**src/rtl/mem_arbiter_if.sv**
```systemverilog
// Bus bundle between the fetch/data requesters, the arbiter and the shared memory.
// Handshake: i_req/d_req are levels held until the matching one-cycle x_valid; mem_req is held until a one-cycle mem_ack.
interface mem_arbiter_if;
  logic        i_req;
  logic [31:0] i_addr;
  logic [31:0] i_rdata;
  logic        i_valid;
  logic        d_req;
  logic        d_we;
  logic [31:0] d_addr;
  logic [31:0] d_wdata;
  logic [31:0] d_rdata;
  logic        d_valid;
  logic        mem_req;
  logic        mem_we;
  logic [31:0] mem_addr;
  logic [31:0] mem_wdata;
  logic [31:0] mem_rdata;
  logic        mem_ack;
  logic        stall_i;
  logic        stall_d;

  modport master (
    input  i_req, i_addr, d_req, d_we, d_addr, d_wdata, mem_rdata, mem_ack,
    output i_rdata, i_valid, d_rdata, d_valid, mem_req, mem_we, mem_addr, mem_wdata,
           stall_i, stall_d
  );

  modport slave (
    output i_req, i_addr, d_req, d_we, d_addr, d_wdata, mem_rdata, mem_ack,
    input  i_rdata, i_valid, d_rdata, d_valid, mem_req, mem_we, mem_addr, mem_wdata,
           stall_i, stall_d
  );
endinterface

```
**src/rtl/mem_arbiter.sv**
```systemverilog
// Two-requester (fetch/data) arbiter onto a single-port memory: data priority with an
// anti-starvation streak limit for fetch, plus a per-access timeout with a sticky error.
module mem_arbiter #(
  parameter int STARVE_LIMIT = 4,
  parameter int TIMEOUT      = 16
) (
  input  logic                 clk,
  input  logic                 rst,
  mem_arbiter_if.master        bus,
  output logic                 err,
  output logic [1:0]           dbg_state
);

  typedef enum logic [1:0] {
    IDLE   = 2'd0,
    BUSY_I = 2'd1,
    BUSY_D = 2'd2
  } state_t;

  localparam int             WW    = $clog2(TIMEOUT + 1);
  localparam logic [2:0]     LIMIT = 3'(STARVE_LIMIT);
  localparam logic [WW-1:0]  TMAX  = WW'(TIMEOUT);

  state_t        state, state_nxt;
  logic [2:0]    streak;
  logic [WW-1:0] wait_cnt;
  logic          busy, timeout, done, grant_d, grant_i;

  assign busy    = (state != IDLE);
  assign timeout = busy && (wait_cnt == TMAX);
  // An ack landing in the timeout cycle is a normal completion.
  assign done    = busy && (bus.mem_ack || timeout);
  assign grant_d = (state == IDLE) && bus.d_req && (!bus.i_req || (streak < LIMIT));
  assign grant_i = (state == IDLE) && bus.i_req && !grant_d;

  assign dbg_state   = state;
  assign bus.stall_i = bus.i_req & ~bus.i_valid;
  assign bus.stall_d = bus.d_req & ~bus.d_valid;

  always_ff @(posedge clk or negedge rst) begin
    if (!rst) state <= IDLE;
    else      state <= state_nxt;
  end

  always_comb begin
    state_nxt = state;
    case (state)
      IDLE: begin
        if (grant_d)      state_nxt = BUSY_D;
        else if (grant_i) state_nxt = BUSY_I;
      end
      BUSY_I, BUSY_D: if (done) state_nxt = IDLE;
      default: state_nxt = IDLE;
    endcase
  end

  always_comb begin
    bus.i_valid = 1'b0;
    bus.i_rdata = '0;
    bus.d_valid = 1'b0;
    bus.d_rdata = '0;
    if (state == BUSY_I && done) begin
      bus.i_valid = 1'b1;
      bus.i_rdata = bus.mem_ack ? bus.mem_rdata : '0;
    end
    if (state == BUSY_D && done) begin
      bus.d_valid = 1'b1;
      bus.d_rdata = bus.mem_ack ? bus.mem_rdata : '0;
    end
  end

  // Memory-side registers, streak and wait counters.
  always_ff @(posedge clk or negedge rst) begin
    if (!rst) begin
      bus.mem_req   <= 1'b0;
      bus.mem_we    <= 1'b0;
      bus.mem_addr  <= '0;
      bus.mem_wdata <= '0;
      streak        <= '0;
      wait_cnt      <= '0;
      err           <= 1'b0;
    end else begin
      if (grant_d) begin
        bus.mem_req   <= 1'b1;
        bus.mem_we    <= bus.d_we;
        bus.mem_addr  <= bus.d_addr;
        bus.mem_wdata <= bus.d_wdata;
      end else if (grant_i) begin
        bus.mem_req   <= 1'b1;
        bus.mem_we    <= 1'b0;
        bus.mem_addr  <= bus.i_addr;
        bus.mem_wdata <= '0;
      end else if (done) begin
        bus.mem_req <= 1'b0;
        bus.mem_we  <= 1'b0;
      end

      if (grant_d) begin
        if (!bus.i_req)           streak <= '0;
        else if (streak != LIMIT) streak <= streak + 3'd1;
      end else if (grant_i) begin
        streak <= '0;
      end

      if (grant_d || grant_i)                  wait_cnt <= '0;
      else if (busy && !bus.mem_ack && !timeout) wait_cnt <= wait_cnt + WW'(1);

      if (timeout && !bus.mem_ack) err <= 1'b1;
    end
  end

endmodule

```
**src/flat_wrapper.sv**
```systemverilog
// flat-port wrapper written by rule: the top's interface ports become plain ports
module mem_arbiter_flat 
#(
  parameter int STARVE_LIMIT = 4,
  parameter int TIMEOUT      = 16
)
  (clk, rst, err, dbg_state, bus_i_req, bus_i_addr, bus_d_req, bus_d_we, bus_d_addr, bus_d_wdata, bus_mem_rdata, bus_mem_ack, bus_i_rdata, bus_i_valid, bus_d_rdata, bus_d_valid, bus_mem_req, bus_mem_we, bus_mem_addr, bus_mem_wdata, bus_stall_i, bus_stall_d);
  mem_arbiter_if bus_i ();
  input  logic clk;
  input  logic rst;
  output logic err;
  output logic [1:0] dbg_state;
  input wire logic [$bits(bus_i.i_req)-1:0] bus_i_req;
  input wire logic [$bits(bus_i.i_addr)-1:0] bus_i_addr;
  input wire logic [$bits(bus_i.d_req)-1:0] bus_d_req;
  input wire logic [$bits(bus_i.d_we)-1:0] bus_d_we;
  input wire logic [$bits(bus_i.d_addr)-1:0] bus_d_addr;
  input wire logic [$bits(bus_i.d_wdata)-1:0] bus_d_wdata;
  input wire logic [$bits(bus_i.mem_rdata)-1:0] bus_mem_rdata;
  input wire logic [$bits(bus_i.mem_ack)-1:0] bus_mem_ack;
  output wire logic [$bits(bus_i.i_rdata)-1:0] bus_i_rdata;
  output wire logic [$bits(bus_i.i_valid)-1:0] bus_i_valid;
  output wire logic [$bits(bus_i.d_rdata)-1:0] bus_d_rdata;
  output wire logic [$bits(bus_i.d_valid)-1:0] bus_d_valid;
  output wire logic [$bits(bus_i.mem_req)-1:0] bus_mem_req;
  output wire logic [$bits(bus_i.mem_we)-1:0] bus_mem_we;
  output wire logic [$bits(bus_i.mem_addr)-1:0] bus_mem_addr;
  output wire logic [$bits(bus_i.mem_wdata)-1:0] bus_mem_wdata;
  output wire logic [$bits(bus_i.stall_i)-1:0] bus_stall_i;
  output wire logic [$bits(bus_i.stall_d)-1:0] bus_stall_d;
  assign bus_i.i_req = bus_i_req;
  assign bus_i.i_addr = bus_i_addr;
  assign bus_i.d_req = bus_d_req;
  assign bus_i.d_we = bus_d_we;
  assign bus_i.d_addr = bus_d_addr;
  assign bus_i.d_wdata = bus_d_wdata;
  assign bus_i.mem_rdata = bus_mem_rdata;
  assign bus_i.mem_ack = bus_mem_ack;
  assign bus_i_rdata = bus_i.i_rdata;
  assign bus_i_valid = bus_i.i_valid;
  assign bus_d_rdata = bus_i.d_rdata;
  assign bus_d_valid = bus_i.d_valid;
  assign bus_mem_req = bus_i.mem_req;
  assign bus_mem_we = bus_i.mem_we;
  assign bus_mem_addr = bus_i.mem_addr;
  assign bus_mem_wdata = bus_i.mem_wdata;
  assign bus_stall_i = bus_i.stall_i;
  assign bus_stall_d = bus_i.stall_d;
  mem_arbiter #(.STARVE_LIMIT(STARVE_LIMIT), .TIMEOUT(TIMEOUT)) u_core (.clk(clk), .rst(rst), .bus(bus_i), .err(err), .dbg_state(dbg_state));
endmodule
```
**config.mk**
```make
export PLATFORM = sky130hd
export DESIGN_NAME = mem_arbiter_flat
export DESIGN_NICKNAME = d
export VERILOG_FILES = /design/src/rtl/mem_arbiter_if.sv /design/src/rtl/mem_arbiter.sv /design/src/flat_wrapper.sv
export SDC_FILE = /design/constraint.sdc
export NUM_CORES = 1
export LEC_CHECK = 0
export BUFFER_PORTS_ARGS = -buffer_cell sky130_fd_sc_hd__buf_2
export CORE_AREA = 5 5 103 105
export CTS_CLUSTER_SIZE = 20
export DETAILED_ROUTE_END_ITERATION = 12
export DIE_AREA = 0 0 108 110
export PLACE_DENSITY = 0.86
export RECOVER_POWER = 100
export SETUP_SLACK_MARGIN = 0.02
export SYNTH_ARGS = -nofsm -noshare
export SYNTH_HDL_FRONTEND = slang
export SYNTH_SLANG_ARGS = --single-unit
```
**constraint.sdc**
```tcl
create_clock -name clk -period 2.45 [get_ports clk]
set_clock_uncertainty 0.1 [all_clocks]
set_input_delay 0.245 -clock clk [delete_from_list [all_inputs] [get_ports clk]]
set_output_delay 0.245 -clock clk [all_outputs]
set_load 0.005 [all_outputs]
```
[Yosys cells after proc, flatten, opt, wreduce, memory -nomap -nowiden]
Cells that the tools add are included.
W data, S select, Z words.
Word-level totals
  register bits: 77
  input bits: 134
  output and inout bits: 137
Cells by class
  order comparisons: 1
  add/subtract/negate cells: 2
  mux-type cells: 24
  reduce and logical (&&, ||, !) cells: 26
  equality and inequality tests: 7
  bitwise logic cells: 4
Operators with widths (count)
  $mux W32: 7
  $mux W3: 4
  $logic_and A1 B1 Y1: 11
  $mux W5: 2
  $mux W1: 7
  $mux W2: 3
  $ne A3 B3 Y1 const B: 2
  $reduce_bool A2 Y1: 3
  $add A5 B1 Y5 const B: 1
  $eq A5 B5 Y1 const B: 1
  $logic_not A1 Y1: 4
  $pmux W2 S2: 1
  $reduce_and A2 Y1: 2
  $add A3 B1 Y3 const B: 1
  $logic_or A1 B1 Y1: 3
  $lt A3 B3 Y1 const B: 1
  $ne A3 B1 Y1 const B: 1
  $reduce_bool A3 Y1: 1
  $and A1 B1 Y1: 2
  $eq A2 B1 Y1 const B: 1
  $eq A2 B2 Y1 const B: 1
  $logic_not A2 Y1: 1
  $ne A2 B1 Y1 const B: 1
  $not A1 Y1: 2
  $reduce_or A2 Y1: 1

[Longest topological paths before layout]
Gate-level depths: netlist of the first run.
  depth after elaboration: 8
  mapped depth: 7
  mapped depth without buffers: 5

[Worst setup path before layout of the first run]
OpenSTA, ideal clock, no wires.
  path type: reg2out
  start point: register u_core.state[0] (netlist: u_core.dbg_state[0])
  end point: output bus_d_rdata[10]
  arrival time: 1382 ps
  cell stages (with the launch flop): 7
  path slack: 723 ps
  cell sequence: dfrtp_1 -> inv_1 -> ha_1 -> buf_6 -> nor3b_2 -> buf_2 -> and2_1
Between the ends
  longest elaborated chain between the ends: 6
Ends and longest elaborated chain
  start, declared: RTL line mem_arbiter.sv:24  | state_t state, state_nxt;
  start signal, assigned: RTL line mem_arbiter.sv:42  | else state <= state_nxt;
  $reduce_bool A2 Y1: RTL line mem_arbiter.sv:29  | assign busy = (state != IDLE);
  $logic_and A1 B1 Y1: RTL line mem_arbiter.sv:30  | assign timeout = busy && (wait_cnt == TMAX);
  $logic_or A1 B1 Y1: RTL line mem_arbiter.sv:32  | assign done = busy && (bus.mem_ack || timeout);
  $logic_and A1 B1 Y1: RTL line mem_arbiter.sv:32
  $logic_and A1 B1 Y1 *: RTL line mem_arbiter.sv:66  | if (state == BUSY_D && done) begin
  $mux W32 *: RTL line mem_arbiter.sv:66
  end, declared: RTL line flat_wrapper.sv:23  | output wire logic [$bits(bus_i.d_rdata)-1:0] bus_d_rdata;
Mark *: on every way between the ends. The rest lies on a longest branch, timed or not.

[Final worst setup path of the first run]
  start point: register u_core.state[0] (netlist: u_core.dbg_state[0])
  end point: output bus_d_rdata[16]
Same word-level chain as after synthesis.

==> results of run 1 <==
==> layout make-up <==
| type | count | area [um2] |
|---|---|---|
| fillers | 887 | 4069 |
| flip-flops and latches | 77 | 1927 |
| multi-input cells | 281 | 1767 |
| repair buffers | 281 | 1381 |
| well taps | 133 | 166.4 |
| clock buffers | 10 | 137.6 |
| clock inverters | 5 | 75.07 |
| inverters | 7 | 26.28 |
==> per-stage QoR <==
stage | std cells | hold slack [ns]
after CTS | 792 | 0.001071
final | 794 | 0.02163
after floorplan | 399 | -0.1506
after global placement | 776 | 0.3386
after global routing | 794 | 0.0003877
after detailed placement | 776 | 0.3434
==> per-layer routing <==
metal | up-vias | wire length (um) | global-route usage (%)
met3 | 16 | 1167 | 5.824
met2 | 175 | 6988 | 39.30
met1 | 1910 | 4716 | 21.47
met5 | - | 13 | 0
met4 | 2 | 183 | 5.951
li1 | 1922 | - | -
==> layout by cell type, fill, tap and decap left out, drive strengths merged <==
cell and instances:
mux2i 1, clkbuf 87, mux2 1, dfrtp 77, and4bb 1, buf 201, ha 7, a21oi 1
o21a 1, nand2 8, nor2 37, o31ai 3, a221o 1, nand4 1, nor3 1, nand4bb 1
bufinv 2, a21boi 2, and3 1, nand3 37, a21o 1, and2 68, a211o 1, nor3b 3
o21ai 34, inv 7, o211ai 2, clkinv 3, a22o 34, o221ai 1, or3b 1, dlygate4sd3 3
a31oi 32
==> critical path, delay by kind of cell, from the launching register on <==
kind                       cells  cell delay, ns
DFF                            1            0.42
adders and majority gates      1            0.29
buffers and inverters          3            0.52
and+or+nand+nor                2            0.33
==> timing repair <==
action | 4_1_cts | 5_1_grt
hold endpoints to repair | 76 | 2
gates resized for setup | 0 | 1
hold buffers | 1 | 2
endpoints found under the setup margin | 0 | 64
==> logic make-up after synthesis <==
| group | count (synthesis) |
|---|---|
| and+or+nand+nor | 159 |
| AOI/OAI and AO/OA | 113 |
| DFF | 77 |
| buffers and inverters | 41 |
| adders and majority gates | 7 |
| muxes | 2 |
==> state kept, by name (all words and copies together), names as in the netlist <==
signal                count
u_core.bus.mem_addr      32
u_core.bus.mem_we         1
u_core.bus.mem_wdata     32
u_core.dbg_state          2
u_core.wait_cnt           5
u_core.bus.mem_req        1
u_core.streak             3
u_core.err                1
==> where the power goes <==
| part | leakage [nW] | switching [W] | internal (W) |
|---|---|---|---|
| clock network | 0.112 | 0.000451 | 0.000591 |
| logic | 1.66 | 0.00131 | 0.00109 |
| registers | 0.940 | 0.000371 | 0.00187 |
==> how the worst max path moves through the flow <==
| stage | slack, ns | end | from |
|---|---|---|---|
| finish | 0.21 | bus_d_rdata[16] | u_core.dbg_state[0] |
| detailed placement | 0.26 | u_core.bus.mem_addr[29] | u_core.dbg_state[0] |
| global route | 0.03 | bus_d_rdata[8] | u_core.dbg_state[1] |
| global placement | 0.38 | u_core.bus.mem_addr[26] | u_core.dbg_state[0] |
| floorplan | 0.72 | bus_d_rdata[10] | u_core.dbg_state[0] |
| CTS | 0.09 | bus_i_rdata[15] | u_core.dbg_state[0] |
==> out/metrics.cfg, run 1 <==
[synthesis]
synth.net_count=540
synth.largest_area_cell=dfrtp_1
avgSynthCellArea_um2=9.865
synth_ff_type=dfrtp_1
yosysSeqAreaShare_pct=48.95
synth_area_um2=3936
synthAdderAreaFrac_pct=2.225
synth_top_family_by_area=simple AND/OR/NAND/NOR gates
yosysUniqueCellTypes=40
synth-compound-area-share_pct=19.96
ys_seq_elements=77
synthArstFlopShare_pct=100.0
synth-edff-count=0
yosys.area_share.simple_pct=22.54
synthTopCellsByArea=dfrtp_1 (49%), and2_1 (11%), a22o_1 (7.6%)
yosysMostFrequentCell=dfrtp_1
synth_xor_area_share_pct=0
synthCells=399
synth_commonest_cells=dfrtp_1 (77), and2_1 (67), nand3_1 (37), nor2_1 (36), a22o_1 (34)
synthMuxAreaShare_pct=0.5404
synth_top_area_share_pct=48.95
synth_warnings=0

[power]
powerDensity_nw_per_um2=1036
p_leak_nw=2.713
total_power_w=0.005678
ir_drop_uv=523.0

[worst_setup_path]
critPathArrivalTime_ns=1.90
worstSetupPathType=reg2out
rr_worst_depth=6
slowest_delay_ns=0.42
crit_slowest_cell=dfrtp_1
r2r_slack_ns=0.25
critPathCaptureType=output port
start_kind=flip-flop
worstPathCellList=inv_1 -> ha_2 -> nor3b_2 -> clkbuf_4 -> and2_1 -> clkbuf_1
crit_fanout=32
crit_required_ns=2.11
rr_startpoint=u_core.dbg_state[0]
r2r-end=u_core.bus.mem_addr[21]

[cells_and_area]
utilization_pct=57.39
layout-drive-gt1-share_pct=34.95
antenna-diode-count=0
final_cell_area_um2=5480
final_nets=798
syn2layout_area_growth_pct=39.22

[global_routing]
grt_pass1_wl_mm=19.06
grt_pass1_vias=3971
grt_overflow=0
antenna_found_initial=1
grt_max_degree=78
grt_usage_pct=20.37

[drt]
drt_iter0_drc=206
finalWirelength_mm=13.07
vias=4025
final_antenna_net_count=0
drtPass1Iterations=4
via_per_inst=5.069
drcViolationCount=0
wl_per_cell_um=16.46

[clock_tree]
clockBufferDepth=2
h-tree-depth=3
worstSkewPairLatency_ns=0.34
post_cts_buffers=0
cts_buffers=9
tritoncts=yes
clk_pin_slew_ns=0.08
clockRootBuffer=clkbuf_8
cts_num_sinks=77

[die]
die_x_um=108
core_area_um2=9549
initial_utilization_pct=41.22
dieArea_um2=11880
fp-row-count=36
fp.dieH_um=110
num_io_pins=271

[timing]
maxSlewViolCount=78
setup_viol=0
tns_ns=0
fmax_mhz=446.0
fin_crit_sh_pct=91.51
setup_ws_ns=0.2079
finalHoldViolCount=0
worst_pin_slew_ns=1.696
rsz0062_at_grt=no
slew_headroom_pct=-13.05
fin_crit_ns=2.242

[placement]
dpl-instance-area_um2=5354
dp_slack_ns=0.2581
numPortBuffers=270
dp_hpwl_mm=10.08
gp_congestion=0.8497

[hold_path]
min_to=u_core.bus.mem_wdata[15]
hp-start=bus_d_wdata[15]
hold_path_depth=2
hold_class=in2reg

[outcome]
violations=capacitance limit, slew limit
status=finished, violations left

[flow_run]
cap_violations=1

No activity file was read; power rests on OpenSTA's default activity.
==> run 2: changes to the inputs <==
Settings changed: ABC_AREA set to 1.
==> out/metrics.cfg, run 2 <==
[outcome]
status=finished, final reports clean

[timing]
fin_hold_ws_ns=0.02652  ; +0.004890 ns
fmax_mhz=413.3  ; -7.3%
tns_ns=0  ; unchanged
fin_crit_sh_pct=98.76  ; +7.2 points
maxSlewViolCount=0  ; -100%
worst_pin_slew_ns=1.036  ; -0.6599 ns
setup_ws_ns=0.03029  ; -0.1776 ns
finalHoldViolCount=0  ; unchanged
fin_crit_ns=2.420  ; +0.1776 ns
rsz0062_at_grt=yes
setup_viol=0  ; unchanged
slew_headroom_pct=30.94  ; +44 points

[placement]
dp_hpwl_mm=9.708  ; -3.7%
gp_congestion=0.7972  ; -6.2%
dp_slack_ns=0.2890  ; +0.03083 ns
numPortBuffers=270  ; unchanged

[synthesis]
yosysUniqueCellTypes=21  ; -48%
synth-edff-count=0  ; unchanged
synthArstFlopShare_pct=100.0  ; unchanged
synthTopCellsByArea=dfrtp_1 (49%), nand3_1 (9.9%), a21oi_1 (8.1%)
synthCells=480  ; +20%
avgSynthCellArea_um2=8.203  ; -17%
synth.net_count=621  ; +15%
yosysMostFrequentCell=nand3_1
synth_top_area_share_pct=48.94  ; about the same
synth_warnings=0  ; unchanged
synth_ff_type=dfrtp_1
synth_commonest_cells=nand3_1 (78), dfrtp_1 (77), inv_1 (77), a21oi_1 (64), nand2_1 (54)
synth.largest_area_cell=dfrtp_1
yosysSeqAreaShare_pct=48.94  ; about the same
synth_area_um2=3938  ; about the same
ys_seq_elements=77  ; unchanged

[drt]
drtPass1Iterations=6  ; +2
finalWirelength_mm=13.44  ; +2.8%
final_antenna_net_count=0  ; unchanged
vias=4315  ; +7.2%
drcViolationCount=0  ; unchanged
drt_iter0_drc=307  ; +49%
dr_wl_met3_mm=1.298  ; +11%
drt-met1-wl_mm=4.821  ; +2.2%
via_per_inst=4.848  ; -4.4%
dr.max_layer_used=met4
dr_wl_met2_mm=7.077  ; +1.3%
wl_per_cell_um=15.10  ; -8.2%

[worst_setup_path]
critPathArrivalTime_ns=2.07  ; +0.17 ns
critPathCaptureType=output port
crit_fanout=8  ; -75%
start_kind=flip-flop
worstSetupPathType=reg2out
crit_required_ns=2.11  ; about the same

[cells_and_area]
fillers=867  ; -2.3%
utilization_pct=61.65  ; +4.3 points
seq_area_um2=1927  ; unchanged
multi_input_area_um2=1649  ; -6.7%
layout_commonest_cell=buf_2
layout_common_cells=buf_2 (269), dfrtp_1 (77), inv_1 (73), nand3_1 (70), a21oi_1 (64)
layout-drive-gt1-share_pct=43.18  ; +8.2 points
final_nets=892  ; +12%
syn2layout_area_growth_pct=49.51
top_regs=u_core.bus.mem_addr x32, u_core.bus.mem_wdata x32, u_core.wait_cnt x5

[power]
ir_drop_uv=642.8  ; +23%
p_leak_nw=3.614  ; +33%
powerDensity_nw_per_um2=1009  ; -2.6%
total_power_w=0.005942  ; +4.7%

[clock_tree]
clk_pin_slew_ns=0.07  ; about the same
cts_num_sinks=77  ; unchanged
tritoncts=yes
clockBufferDepth=2  ; unchanged
cts_buffers=9  ; unchanged
worstSkewPairLatency_ns=0.33  ; about the same
h-tree-depth=3  ; unchanged
clockRootBuffer=clkbuf_8

[die]
initial_utilization_pct=41.23  ; about the same
num_io_pins=271  ; unchanged
core_area_um2=9549  ; unchanged
die_x_um=108  ; unchanged
dieArea_um2=11880  ; unchanged
fp.dieH_um=110  ; unchanged
fp-row-count=36  ; unchanged

[global_routing]
antenna_found_initial=2  ; +1
grt_pass1_vias=3913  ; -1.5%
grt_overflow=0  ; unchanged
grt_pass1_wl_mm=19.04  ; -0.10%
grt_usage_pct=20.29  ; -0.081 points
grt_max_degree=78  ; unchanged

[flow_run]
cap_violations=0  ; -1

[hold_path]
hold_class=in2reg

## run 2: cell types whose count changed in the layout (fill, tap and decap cells not counted), sizes merged, moves of 5 or more
cell | previous run | this run
a21oi | 1 | 65
and2 | 68 | 0
dlygate4sd3 | 3 | 8
a31oi | 32 | 0
nand2 | 8 | 55
buf | 201 | 283
nand3 | 37 | 78
inv | 7 | 79
o21ai | 34 | 7
clkbuf | 87 | 15
## run 2: cell families (layout without fill, tap and decap cells)
family	count (synthesis)	count (layout)	synth area share, %
AND/OR/NAND/NOR	173	173	19.42
buffers and inverters	114	389	12.01
AO/OA/AOI/OAI	106	106	16.75
flip-flops	77	77	48.94
adder cells (fa/ha/maj)	7	7	2.224
XOR/XNOR	3	3	0.6674
other	0	2	0
## run 2: repair_timing
action,CTS,global route
endpoints found under the setup margin,64,65
hold endpoints to repair,84,0
cloned,0,3
pin swaps,0,4
resized for setup,6,24
hold buffers,8,0
setup buffers,1,3
## run 2: cell type report
class / count / share of cell area (%)
flip-flops and latches: 77 / 32.73
well taps: 133 / 2.827
clock buffers: 11 / 2.232
multi-input cells: 289 / 28.01
inverters: 79 / 5.037
clock inverters: 4 / 1.254
repair buffers: 295 / 27.82
diodes: 2 / 0.08502
## run 2: critical path: stages (launching register included)
cell and delay [ns]:
dfrtp_1 0.41, inv_2 0.09, ha_4 0.13, nand2_2 0.05, nor2_4 0.10, nand2_2 0.07
nand2_2 0.08, nand2_4 0.08, nor2_4 0.24, clkbuf_16 0.22, nand3_2 0.06, inv_1 0.09
buf_2 0.11
## run 2: report_power, final
group	internal, W	switching [W]	leakage, nW
Combinational	0.00120	0.00150	2.57
Sequential	0.00188	0.000350	0.940
Clock	0.000570	0.000442	0.103
Total	0.00365	0.00229	3.61
## run 2: per-layer routing
| metal | vias up | track usage (%) |
|---|---|---|
| met2 | 200 | 36.06 |
| met1 | 1992 | 22.76 |
| li1 | 2105 | - |
| met4 | 0 | 8.115 |
| met3 | 18 | 6.290 |
| met5 | - | 0 |
## run 2: final timing paths
| path | start | endpoint | slack (ns) | cells past startpoint |
|---|---|---|---|---|
| max | u_core.wait_cnt[0] | bus_d_rdata[29] | 0.03 | 12 |
| min | bus_d_wdata[5] | u_core.bus.mem_wdata[5] | 0.03 | 2 |
| max reg2reg | u_core.dbg_state[1] | u_core.bus.mem_addr[5] | 0.61 | 7 |
| min reg2reg | u_core.bus.mem_req | u_core.bus.mem_req | 0.39 | 2 |
| max in group asynchronous | rst | u_core.bus.mem_addr[26] | 0.92 | 3 |
| min in group asynchronous | rst | u_core.bus.mem_addr[15] | 0.65 | 3 |
## run 2: through the flow
step / cell area [um2] / std cells
after floorplan: 3938 / 480
after global placement: 5400 / 858
after detailed placement: 5400 / 858
after CTS: 5718 / 882
after global routing: 5887 / 890
final: 5887 / 890
==> run 3: changes to the inputs <==
Settings changed: BUFFER_PORTS_ARGS -buffer_cell sky130_fd_sc_hd__buf_2 to unset, DONT_BUFFER_PORTS set to 1, PLACE_DENSITY 0.86 to 0.62.
==> out/metrics.cfg, run 3 (synthesis gave the netlist of run 2 again) <==
[outcome]
status=finished, violations left
violations=capacitance limit, slew limit

[die]
core_area_um2=9549  ; unchanged
die_x_um=108  ; unchanged
num_io_pins=271  ; unchanged
fp.dieH_um=110  ; unchanged
dieArea_um2=11880  ; unchanged
initial_utilization_pct=41.23  ; unchanged
fp-row-count=36  ; unchanged

[global_routing]
grt_max_degree=78  ; unchanged
antenna_found_initial=0  ; -2
grt_usage_pct=19.69  ; -0.60 points
grt_overflow=0  ; unchanged
grt_pass1_wl_mm=18.37  ; -3.6%
grt_pass1_vias=3719  ; -5.0%

[power]
p_int_w=0.003238  ; -11%
p_seq_share_pct=45.4  ; +7.9 points
ir_drop_uv=587.9  ; -8.5%
swShare_pct=40.04  ; +1.5 points
powerDensity_nw_per_um2=1007  ; -0.21%
switchingPower_w=0.002162  ; -5.7%
pwr-share-clk_pct=17.2  ; +0.2 points
combPwrFrac_pct=37.4  ; -8.1 points
p_leak_nw=2.758  ; -24%

[timing]
fin_crit_sh_pct=94.70  ; -4.1 points
slew_headroom_pct=-12.11  ; -43 points
worst_pin_slew_ns=1.682  ; +0.6458 ns
maxSlewViolCount=78  ; +78
setup_viol=0  ; unchanged
fmax_mhz=431.0  ; +4.3%
tns_ns=0  ; unchanged
setup_ws_ns=0.1299  ; +0.09963 ns
finalHoldViolCount=0  ; unchanged
fin_crit_ns=2.320  ; -0.09963 ns
rsz0062_at_grt=no

[drt]
final_antenna_net_count=0  ; unchanged
finalWirelength_mm=13.17  ; -2.0%
drcViolationCount=0  ; unchanged
drtPass1Iterations=6  ; unchanged
drt_iter0_drc=286  ; -6.8%
via_per_inst=5.445  ; +12%
wl_per_cell_um=18.71  ; +24%
vias=3833  ; -11%

[placement]
gp_congestion=0.7915  ; -0.72%
dp_slack_ns=0.4073  ; +0.1184 ns
dp_hpwl_mm=8.238  ; -15%
numPortBuffers=0  ; -100%

[cells_and_area]
layout_commonest_cell=dlygate4sd3_1
top_regs=u_core.bus.mem_addr x32, u_core.bus.mem_wdata x32, u_core.wait_cnt x5
final_nets=707  ; -21%
antenna-diode-count=0  ; -2
fillers=795  ; -8.3%
syn2layout_area_growth_pct=36.16
layout_common_cells=dlygate4sd3_1 (92), dfrtp_1 (77), nand3_1 (70), inv_1 (69), a21oi_1 (64)
layout-drive-gt1-share_pct=9.807  ; -33 points

[clock_tree]
cts_num_sinks=77  ; unchanged
clockRootBuffer=clkbuf_8
h-tree-depth=3  ; unchanged
tritoncts=yes
clk_pin_slew_ns=0.08  ; about the same
clockBufferDepth=2  ; unchanged
cts_buffers=9  ; unchanged
worstSkewPairLatency_ns=0.34  ; about the same

[worst_setup_path]
crit_fanout=8  ; unchanged
critPathArrivalTime_ns=1.98  ; -0.09 ns
critPathCaptureType=output port
worstSetupPathType=reg2out
start_kind=flip-flop
crit_required_ns=2.11  ; about the same

[hold_path]
hold_class=in2reg

[flow_run]
cap_violations=1  ; +1

## run 3: cell types whose count changed in the layout (fill, tap and decap cells not counted), sizes merged
cell	before	now
inv	79	80
dlygate4sd3	8	92
clkinv	2	1
diode	2	0
clkinvlp	0	2
bufinv	2	1
buf	283	14
## run 3: through the flow
stage	util [%]	total power (W)	hold slack [ns]	cell area [um2]	instances
finish	56.15	0.005400	0.02212	5361	704
floorplan	-	0.003603	-0.1506	3938	480
detailed placement	42.19	0.004083	-0.1488	4029	584
global route	56.15	0.005767	0.003781	5361	704
CTS	54.11	0.005251	0.003840	5167	693
global placement	42.19	0.004006	-0.1487	4029	584
## run 3: final timing paths
| kind | start | end | slack, ns | depth (start not counted) |
|---|---|---|---|---|
| max reg2reg | u_core.dbg_state[1] | u_core.bus.mem_addr[10] | 0.17 | 8 |
| max in group asynchronous | rst | u_core.wait_cnt[0] | 0.44 | 2 |
| min reg2reg | u_core.err | u_core.err | 0.45 | 1 |
| min in group asynchronous | rst | u_core.bus.mem_addr[19] | 0.81 | 2 |
| max | u_core.dbg_state[1] | bus_i_rdata[27] | 0.13 | 11 |
| min | bus_i_addr[16] | u_core.bus.mem_addr[16] | 0.02 | 2 |
## run 3: worst max-delay path, stage by stage (launching register included)
cell       delay (ns)
dfrtp_1          0.45
inv_2            0.08
ha_4             0.18
nor2_1           0.08
nand2_1          0.09
nand2_2          0.10
nand2_4          0.08
nor2_4           0.13
buf_12           0.14
clkbuf_16        0.15
nand3_1          0.06
inv_1            0.07
## run 3: power by group through the flow
stage               Combinational, W  Sequential [W]  Clock, W
floorplan                    0.00134         0.00226         0
global placement             0.00154         0.00246         0
detailed placement           0.00163         0.00245         0
CTS                          0.00184         0.00245  0.000964
global route                 0.00224         0.00252   0.00101
finish                       0.00202         0.00245  0.000931
## run 3: final cells by class
type / instances / area (um2) / share of cell area [%]
Multi-Input combinational cell: 289 / 1617 / 30.15
Tap cell: 133 / 166.4 / 3.104
Sequential cell: 77 / 1927 / 35.94
Clock inverter: 5 / 58.81 / 1.097
Clock buffer: 11 / 131.4 / 2.450
Inverter: 79 / 301.5 / 5.624
Timing Repair Buffer: 110 / 1160 / 21.63
## run 3: what timing repair did
action / in CTS / in global routing
gates resized for setup: 0 / 26
hold endpoints to repair: 147 / 0
hold buffers: 93 / 0
endpoints found under the setup margin: 0 / 69
buffers inserted: 0 / 7
## run 3: metal layers
layer  up-vias  global-route usage [%]  share of wire [%]
met5         -                       0                  0
met4         0                   7.935                2.0
met3        21                   6.698                9.9
met2       250                   36.68                 53
met1      1838                   20.25                 35
li1       1724                       -                  -
